==> config.mk <==
export PLATFORM = sky130hd
export DESIGN_NAME = reg_bus_master
export DESIGN_NICKNAME = d
export VERILOG_FILES = /design/src/rtl/reg_bus_master.sv
export SDC_FILE = /design/constraint.sdc
export NUM_CORES = 1
export LEC_CHECK = 0
export CAP_MARGIN = 0
export CORE_MARGIN = 5
export CORE_UTILIZATION = 43
export CTS_CLUSTER_DIAMETER = 50
export DETAILED_ROUTE_END_ITERATION = 7
export PLACE_DENSITY = 0.79
export SLEW_MARGIN = 0
export SYNTH_ARGS = -nofsm -noshare
export SYNTH_HDL_FRONTEND = slang
export SYNTH_SLANG_ARGS = --single-unit
==> constraint.sdc <==
create_clock -name clk -period 2.3 [get_ports clk]
set_input_delay 0.46 -clock clk [delete_from_list [all_inputs] [get_ports clk]]
set_output_delay 0.46 -clock clk [all_outputs]
set_load 0.1 [all_outputs]
==> src/rtl/reg_bus_master.sv <==
// Register-bus initiator: takes one read/write command at a time, drives the
// sel/wr/addr/wdata bus, collects read data and returns one response per command.
module reg_bus_master #(
  parameter int ADDR_WIDTH = 8,
  parameter int DATA_WIDTH = 16,
  parameter int TIMEOUT    = 16
) (
  input  logic                  clk,
  input  logic                  rstn,
  input  logic                  cmd_valid,
  output logic                  cmd_ready,
  input  logic                  cmd_wr,
  input  logic [ADDR_WIDTH-1:0] cmd_addr,
  input  logic [DATA_WIDTH-1:0] cmd_wdata,
  output logic                  rsp_valid,
  input  logic                  rsp_ready,
  output logic [DATA_WIDTH-1:0] rsp_rdata,
  output logic                  rsp_err,
  output logic                  sel,
  output logic                  wr,
  output logic [ADDR_WIDTH-1:0] addr,
  output logic [DATA_WIDTH-1:0] wdata,
  input  logic [DATA_WIDTH-1:0] rdata,
  input  logic                  ready
);

  // A zero-width counter is not legal, so TIMEOUT=0 keeps a 1-bit dummy.
  localparam int CW = (TIMEOUT > 0) ? $clog2(TIMEOUT + 1) : 1;
  localparam bit TO_EN = (TIMEOUT > 0);
  localparam logic [CW-1:0] CNT_LAST = TO_EN ? CW'(TIMEOUT - 1) : '0;

  typedef enum logic [1:0] {IDLE, REQ, WAIT_RD, RESP} state_t;

  state_t                  state_reg, state_next;
  logic [CW-1:0]           cnt_reg, cnt_next;
  logic                    sel_next, wr_next, rsp_valid_next, rsp_err_next;
  logic [ADDR_WIDTH-1:0]   addr_next;
  logic [DATA_WIDTH-1:0]   wdata_next, rsp_rdata_next;
  logic                    stall, abort;

  assign cmd_ready = (state_reg == IDLE);

  always_ff @(posedge clk or negedge rstn) begin
    if (!rstn) begin
      state_reg <= IDLE;
      cnt_reg   <= '0;
      sel       <= 1'b0;
      wr        <= 1'b0;
      addr      <= '0;
      wdata     <= '0;
      rsp_valid <= 1'b0;
      rsp_rdata <= '0;
      rsp_err   <= 1'b0;
    end else begin
      state_reg <= state_next;
      cnt_reg   <= cnt_next;
      sel       <= sel_next;
      wr        <= wr_next;
      addr      <= addr_next;
      wdata     <= wdata_next;
      rsp_valid <= rsp_valid_next;
      rsp_rdata <= rsp_rdata_next;
      rsp_err   <= rsp_err_next;
    end
  end

  always_comb begin
    state_next     = state_reg;
    cnt_next       = cnt_reg;
    sel_next       = sel;
    wr_next        = wr;
    addr_next      = addr;
    wdata_next     = wdata;
    rsp_valid_next = rsp_valid;
    rsp_rdata_next = rsp_rdata;
    rsp_err_next   = rsp_err;
    stall          = 1'b0;
    abort          = 1'b0;

    unique case (state_reg)
      IDLE: begin
        if (cmd_valid) begin
          wr_next    = cmd_wr;
          addr_next  = cmd_addr;
          wdata_next = cmd_wdata;
          sel_next   = 1'b1;
          cnt_next   = '0;
          state_next = REQ;
        end
      end
      REQ: begin
        if (ready && wr) begin
          sel_next       = 1'b0;
          wr_next        = 1'b0;
          rsp_rdata_next = '0;
          rsp_err_next   = 1'b0;
          rsp_valid_next = 1'b1;
          state_next     = RESP;
        end else if (ready) begin
          sel_next   = 1'b0;
          cnt_next   = '0;
          state_next = WAIT_RD;
        end else begin
          stall = 1'b1;
        end
      end
      WAIT_RD: begin
        if (ready) begin
          rsp_rdata_next = rdata;
          rsp_err_next   = 1'b0;
          rsp_valid_next = 1'b1;
          state_next     = RESP;
        end else begin
          stall = 1'b1;
        end
      end
      RESP: begin
        if (rsp_ready) begin
          rsp_valid_next = 1'b0;
          state_next     = IDLE;
        end
      end
      default: state_next = IDLE;
    endcase

    // A ready=1 edge never reaches here, so completion always beats expiry.
    if (stall && TO_EN) begin
      if (cnt_reg == CNT_LAST) abort = 1'b1;
      else cnt_next = cnt_reg + CW'(1);
    end

    if (abort) begin
      sel_next       = 1'b0;
      wr_next        = 1'b0;
      rsp_rdata_next = '0;
      rsp_err_next   = 1'b1;
      rsp_valid_next = 1'b1;
      state_next     = RESP;
    end
  end

endmodule

# Yosys cells after proc, flatten, opt, wreduce, memory -nomap -nowiden
# Cells that the tools add are included.
# W data, S select, Z words.
# totals
elab_cells,68
inputBits,46
out_inout_bits,45
regBits,51
# classes
n_mux,38
n_addsub,1
n_eq_ne,9
reduce_logical,11
# ops
cell,count
$mux W16,3
$pmux W16 S2,1
$mux W5,5
$mux W1,16
$mux W2,6
$pmux W5 S2,1
$ne A3 B3 Y1 const B,3
$reduce_and A3 Y1,3
$pmux W1 S2,4
$pmux W2 S4,1
$reduce_and A4 Y1,2
$reduce_bool A3 Y1,2
$add A5 B1 Y5 const B,1
$eq A5 B4 Y1 const B,1
$eq A2 B2 Y1 const B,2
$ne A4 B4 Y1 const B,1
$reduce_bool A4 Y1,1
$ne A3 B2 Y1 const B,1
$pmux W1 S3,1
$eq A2 B1 Y1 const B,1
$logic_not A2 Y1,1
$reduce_and A2 Y1,1
$logic_and A1 B1 Y1,1

# Longest topological paths before layout
# Gate-level depths: netlist of the first run.
# depth
word_depth,6
depth_mapped,9

# Worst setup path after synthesis of the first run
# OpenSTA, ideal clock, no wires.
# synth_timing
path_type,reg2reg
startpoint,reg state_reg[0]
endpoint,reg addr[0]
stages_incl_launch_ff,6
period_less_slack_ns,2.414
setup_ns,0.126
t_arrival_ns,2.289
slack_ns,-0.114
n_path_buf,1
cell_sequence,dfrtp_1 > inv_1 > ha_1 > nand2_1 > buf_2 > mux2_2
# synth_via
elab_chain_cells,2
# synth_rtl
item,line,rtl
"start, declared",34,"state_t state_reg, state_next;"
"start signal, assigned",55,state_reg <= state_next;
$logic_not A2 Y1,-,
named net cmd_ready,11,"output logic cmd_ready,"
$reduce_and A2 Y1 (no line),-,
"end signal, assigned",59,addr <= addr_next;
"end, declared",21,"output logic [ADDR_WIDTH-1:0] addr,"
# The timed path passes the listed nets, and every way through them passes these cells.
# A chain may end at the register's enable or synchronous reset.

# Final worst setup path of the first run
# layout_timing
startpoint,reg state_reg[0]
endpoint,reg rsp_rdata[10]
# layout_via
elab_chain_cells,5
# layout_rtl
item,line,rtl
$eq A2 B2 Y1 or $eq A2 B1 Y1 (tied branches),80,unique case (state_reg)
$pmux W1 S2,80,
$mux W1,127,if (stall && TO_EN) begin
$ne A3 B3 Y1 (no line) or $reduce_bool A3 Y1 (tied branches),-,
$reduce_and A3 Y1 (no line),-,
"end signal, assigned",62,rsp_rdata <= rsp_rdata_next;
"end, declared",17,"output logic [DATA_WIDTH-1:0] rsp_rdata,"
# Several ways; a longest one is shown, not always the timed one.

==> results.py, run 1 <==
metrics = {
    "timing": {
        "fin_skew_ns": 0.00530,
        "rsz0062_at_grt": "no",
        "drv_slew": 0,
        "fin_crit_ns": 2.02,
        "maxSlewHeadroom": 0.562,
        "tightestPinTransition_ns": 0.656,
        "setup_tns_ns": 0,
        "period_share": 0.878,
        "setup_viol": 0,
        "max_freq_ghz": 0.495,
        "hold_viol": 0,
    },
    "placed_design": {
        "detailed_place_hpwl_um": 3910,
        "gp_congestion": 0.870,
        "portBuffers": 90,
    },
    "clocking": {
        "clk-insertion-delay-late_ns": 0.29,
        "ctsHtreeMaxLevel": 2,
        "cts_hold_buf": 0,
        "ctsResizeCount": 0,
        "cts_made_buffers": 5,
        "clock-root-buffer": "clkbuf_8",
        "clock_path_buffers": 2,
        "clk_pin_slew_ns": 0.09,
        "post-cts-setup-buffers": 0,
        "cts_sinks": 51,
        "cts_tree": "built",
    },
    "floorplan": {
        "fp.dieW_um": 83.5,
        "dieArea_um2": 6970,
        "start_util": 0.449,
        "io_pins": 91,
        "fp.dieH_um": 83.5,
        "placementRows": 26,
        "core_um2": 5170,
    },
    "detailed_routing": {
        "num_vias": 1762,
        "route.detailed.drc": 0,
        "vias_per_cell": 4.89,
        "dr.pass1.iters": 4,
        "wl_per_cell_um": 14.4,
        "postRouteAntennaNets": 0,
        "dr.first_iter.drc_count": 62,
        "drt-total-wl_um": 5170,
    },
    "worst_setup_path": {
        "cp-start-kind": "register",
        "cp_data_required_time_ns": 2.51,
        "crit_chain": "inv_1, ha_1, inv_1, o31a_1, nand2_1, mux2i_1",
        "cp_common_cell": "inv_1",
        "worstSetupEndpointType": "register",
        "arrival_ns": 2.23,
        "crit_family": "compound AO/OA/AOI/OAI gates",
        "path_class": "reg -> reg",
        "crit_buf_inv": 2,
        "cpPeakStageDelay_ns": 0.57,
        "path_max_fanout": 16,
        "cp_slowest_cell": "o31a_1",
    },
    "synth": {
        "synthesis.area_um2": 2320,
        "syn_inst": 197,
        "yosysWarnings": 0,
        "yosysTopAreaCell": "dfrtp_1",
        "synth_edf_count": 0,
        "ys_seq_area_frac": 0.550,
        "syn_avg_cell_area_um2": 11.8,
        "synth_area_leaders": "dfrtp_1 55%, mux2_2 12%, mux2i_1 7.8%, inv_1 3.9%, ha_1 3.8%",
        "synth_seq_cells": 51,
        "synth-async-reset-ratio": 1.00,
        "syn_nets": 250,
        "ys.flop_type": "dfrtp_1",
        "synth_top_area_share": 0.550,
        "synthDistinctLibCells": 32,
    },
    "global_routing": {
        "grt_overflow": 0,
        "grt_max_degree": 29,
        "grt_pass1_wl_um": 8790,
        "grt_usage": 0.151,
        "grt_antenna_before_repair": 0,
        "grt_pass1_vias": 1866,
    },
    "cells_and_area": {
        "antenna_cells": 0,
        "areaGrowthSynthToFinish_pct": 43.0,
        "drive_above_1_share": 0.293,
        "layout_top_registers": "rsp_rdata: 16 flops, wdata: 16 flops, addr: 8 flops",
        "nets": 343,
    },
    "job": {
        "maxCapViolations": 0,
    },
    "outcome": {
        "status": "completed",
    },
    "hold_path": {
        "hold_class": "in -> async",
    },
}
-- logic make-up after synthesis --
logic type,Yosys count,share of synthesized area
buffers and inverters,31,0.0571
muxes,43,0.199
and+or+nand+nor,42,0.0933
DFF,51,0.550
adders and majority gates,7,0.0377
AOI/OAI and AO/OA,23,0.0631
-- synth_stat cells, drive strengths merged, types with 4 or more instances --
cell type,instances
dfrtp,51
mux2,25
inv,24
nand2,20
mux2i,18
o21ai,10
ha,7
buf,6
nand3,6
a21oi,4
nor2b,4
-- metrics by stage --
stage | hold WS (ns) | area [um2] | setup slack (ns) | cells | utilization
global placement | 0.481 | 3210 | 0.244 | 353 | 0.621
CTS | 0.144 | 3320 | 0.233 | 360 | 0.642
floorplan | 0.164 | 2320 | 0.297 | 197 | -
global route | 0.163 | 3320 | 0.0529 | 360 | 0.642
finish | 0.143 | 3320 | 0.281 | 360 | 0.642
detailed placement | 0.478 | 3210 | 0.136 | 353 | 0.621
-- cell type report --
cell class / instances / area (um2)
clock buffers: 5 / 68.8
clock inverters: 2 / 37.5
fillers: 422 / 1850
inverters: 24 / 90.1
multi-input cells: 115 / 915
flip-flops and latches: 51 / 1280
well taps: 70 / 87.6
repair buffers: 93 / 843
-- final timing paths --
check                                  start       endpoint  slack [ns]  depth (start not counted)
worst max-delay path            state_reg[0]  rsp_rdata[10]        0.28                          6
worst min-delay path                    rstn   rsp_rdata[5]        0.14                          1
worst max register to register  state_reg[0]  rsp_rdata[10]        0.28                          6
worst min register to register    cnt_reg[4]     cnt_reg[4]        0.51                          1
max in group asynchronous               rstn  rsp_rdata[10]        1.62                          2
min in group clk                  cnt_reg[4]     cnt_reg[4]        0.51                          1
-- layer usage --
layer  vias up  wire [um]  GRT usage
met1       856       2200      0.188
met5         -          0          0
li1        842          -          -
met3         8        358     0.0592
met4         0         65     0.0351
met2        56       2550      0.249
-- placed cells by master, fill, tap and decap left out, types with 2 or more instances in the layout --
cell type,instances
nor2b_1,4
buf_4,45
nand2_1,20
a21oi_1,4
nand2b_1,2
nand4_1,2
dfrtp_1,51
inv_1,24
and2_1,2
clkbuf_8,5
o21ai_0,9
clkdlybuf4s50_1,44
buf_12,3
mux2_2,25
ha_1,6
a31oi_1,2
mux2i_1,18
nand3_1,6
Power of run 1 is left out: the tool's default activity adds up to more than one toggle a clock period on the data nets, which glitch-free logic cannot reach.
==> inputs of run 2 (changes only) <==
--- a/config.mk
+++ b/config.mk
@@ -7,10 +7,10 @@
 export LEC_CHECK = 0
 export CAP_MARGIN = 0
 export CORE_MARGIN = 5
-export CORE_UTILIZATION = 43
+export CORE_UTILIZATION = 25
 export CTS_CLUSTER_DIAMETER = 50
 export DETAILED_ROUTE_END_ITERATION = 7
-export PLACE_DENSITY = 0.79
+export SETUP_SLACK_MARGIN = 0.1
 export SLEW_MARGIN = 0
 export SYNTH_ARGS = -nofsm -noshare
 export SYNTH_HDL_FRONTEND = slang
==> results.py, run 2 (synthesis results as in run 1) <==
metrics = {
    "cells_and_area": {
        "nets": 345,
        "layout_common_cells": "51 x dfrtp_1, 46 x buf_4, 44 x clkdlybuf4s50_1",
        "layout_top_registers": "rsp_rdata: 16 flops, wdata: 16 flops, addr: 8 flops",
        "antenna_cells": 0,
        "mostFrequentLayoutCell": "dfrtp_1",
        "fillers": 908,
        "drive_above_1_share": 0.304,
        "areaGrowthSynthToFinish_pct": 46.1,
    },
    "worst_setup_path": {
        "cpPeakStageDelay_ns": 0.54,
        "crit_family": "simple AND/OR/NAND/NOR gates",
        "cp-start-kind": "register",
        "r2r-start": "state_reg[1]",
        "path_class": "reg -> reg",
        "cp_data_required_time_ns": 2.49,
        "crit_buf_inv": 1,
        "worstSetupEndpointType": "register",
        "r2r-end": "rsp_valid",
        "reg2reg_slack_ns": 0.37,
        "arrival_ns": 2.13,
        "path_max_fanout": 9,
        "cp_slowest_cell": "or4_4",
        "reg2reg_depth": 6,
        "crit_chain": "inv_1, ha_1, nor2_1, or4_4, a2bb2oi_1, mux2i_1",
    },
    "detailed_routing": {
        "vias_per_cell": 4.29,
        "dr.pass1.iters": 4,
        "wl_per_cell_um": 14.0,
        "num_vias": 1733,
        "drt-total-wl_um": 5670,
        "postRouteAntennaNets": 0,
        "route.detailed.drc": 0,
        "dr.first_iter.drc_count": 32,
    },
    "floorplan": {
        "placementRows": 35,
        "fp.dieW_um": 106,
        "core_um2": 9150,
        "start_util": 0.254,
        "fp.dieH_um": 106,
        "dieArea_um2": 11300,
        "io_pins": 91,
    },
    "timing": {
        "fin_crit_ns": 1.93,
        "setup_tns_ns": 0,
        "drv_slew": 0,
        "maxSlewHeadroom": 0.556,
        "period_share": 0.841,
        "tightestPinTransition_ns": 0.666,
        "max_freq_ghz": 0.517,
        "fin_skew_ns": 0.00583,
        "rsz0062_at_grt": "no",
        "setup_viol": 0,
        "hold_viol": 0,
    },
    "global_routing": {
        "grt_pass1_wl_um": 9230,
        "grt_antenna_before_repair": 0,
        "grt_max_degree": 27,
        "grt_usage": 0.103,
        "grt_pass1_vias": 1822,
        "grt_overflow": 0,
    },
    "clocking": {
        "cts_sinks": 51,
        "clk-insertion-delay-late_ns": 0.31,
        "ctsHtreeMaxLevel": 2,
        "clk_pin_slew_ns": 0.10,
        "clock_path_buffers": 2,
        "cts_made_buffers": 5,
        "cts_hold_buf": 0,
        "cts_tree": "built",
        "clock-root-buffer": "clkbuf_8",
    },
    "placed_design": {
        "portBuffers": 90,
        "gp_congestion": 0.752,
        "detailed_place_hpwl_um": 4250,
    },
    "job": {
        "maxCapViolations": 0,
    },
    "outcome": {
        "status": "completed",
    },
    "hold_path": {
        "hold_class": "in -> async",
    },
}
## run 2: changes by cell type in the layout (fill, tap and decap cells not counted)
| cell | change |
|---|---|
| clkbuf_8 | +1 |
| o31a_1 | -1 |
| o31a_2 | +1 |
| buf_4 | +1 |
| clkinv_4 | +1 |
| bufinv_16 | -1 |
| buf_12 | +1 |
## run 2: layout make-up
| cell class | count | area [um2] | share of cell area |
|---|---|---|---|
| flip-flops and latches | 51 | 1280 | 0.376 |
| multi-input cells | 115 | 916 | 0.270 |
| repair buffers | 95 | 871 | 0.257 |
| well taps | 111 | 139 | 0.0410 |
| inverters | 24 | 90.1 | 0.0266 |
| clock buffers | 6 | 82.6 | 0.0244 |
| clock inverters | 2 | 16.3 | 0.00480 |
## run 2: worst max path at each step
| stage | from | to | slack [ns] | depth (start not counted) |
|---|---|---|---|---|
| floorplan | state_reg[0] | addr[0] | 0.30 | 5 |
| global placement | ready | rsp_rdata[2] | 0.21 | 4 |
| detailed placement | ready | rsp_rdata[7] | 0.13 | 4 |
| CTS | state_reg[0] | rsp_rdata[4] | 0.29 | 6 |
| global route | state_reg[1] | state_reg[1] | 0.24 | 6 |
| finish | state_reg[1] | rsp_valid | 0.37 | 6 |
## run 2: routing by layer
metal  wire [um]  global-route usage
met1        2420               0.126
met2        2890               0.173
met3         290              0.0346
met4          75              0.0315
met5           0                   0
## run 2: timing repair
item | CTS | global route
hold endpoints to repair | 0 | 0
endpoints found under the setup margin | 0 | 4
resized for setup | 0 | 1
buffers inserted | 0 | 0
## run 2: stage by stage
step | hold WS [ns] | cells | util | instance area [um2] | setup slack, ns
final | 0.175 | 404 | 0.370 | 3390 | 0.365
after global routing | 0.223 | 404 | 0.370 | 3390 | 0.239
after CTS | 0.193 | 404 | 0.370 | 3390 | 0.287
after detailed placement | 0.494 | 396 | 0.360 | 3290 | 0.134
after global placement | 0.489 | 396 | 0.360 | 3290 | 0.206
after floorplan | 0.164 | 197 | - | 2320 | 0.297
Power of run 2 is left out for the same reason.
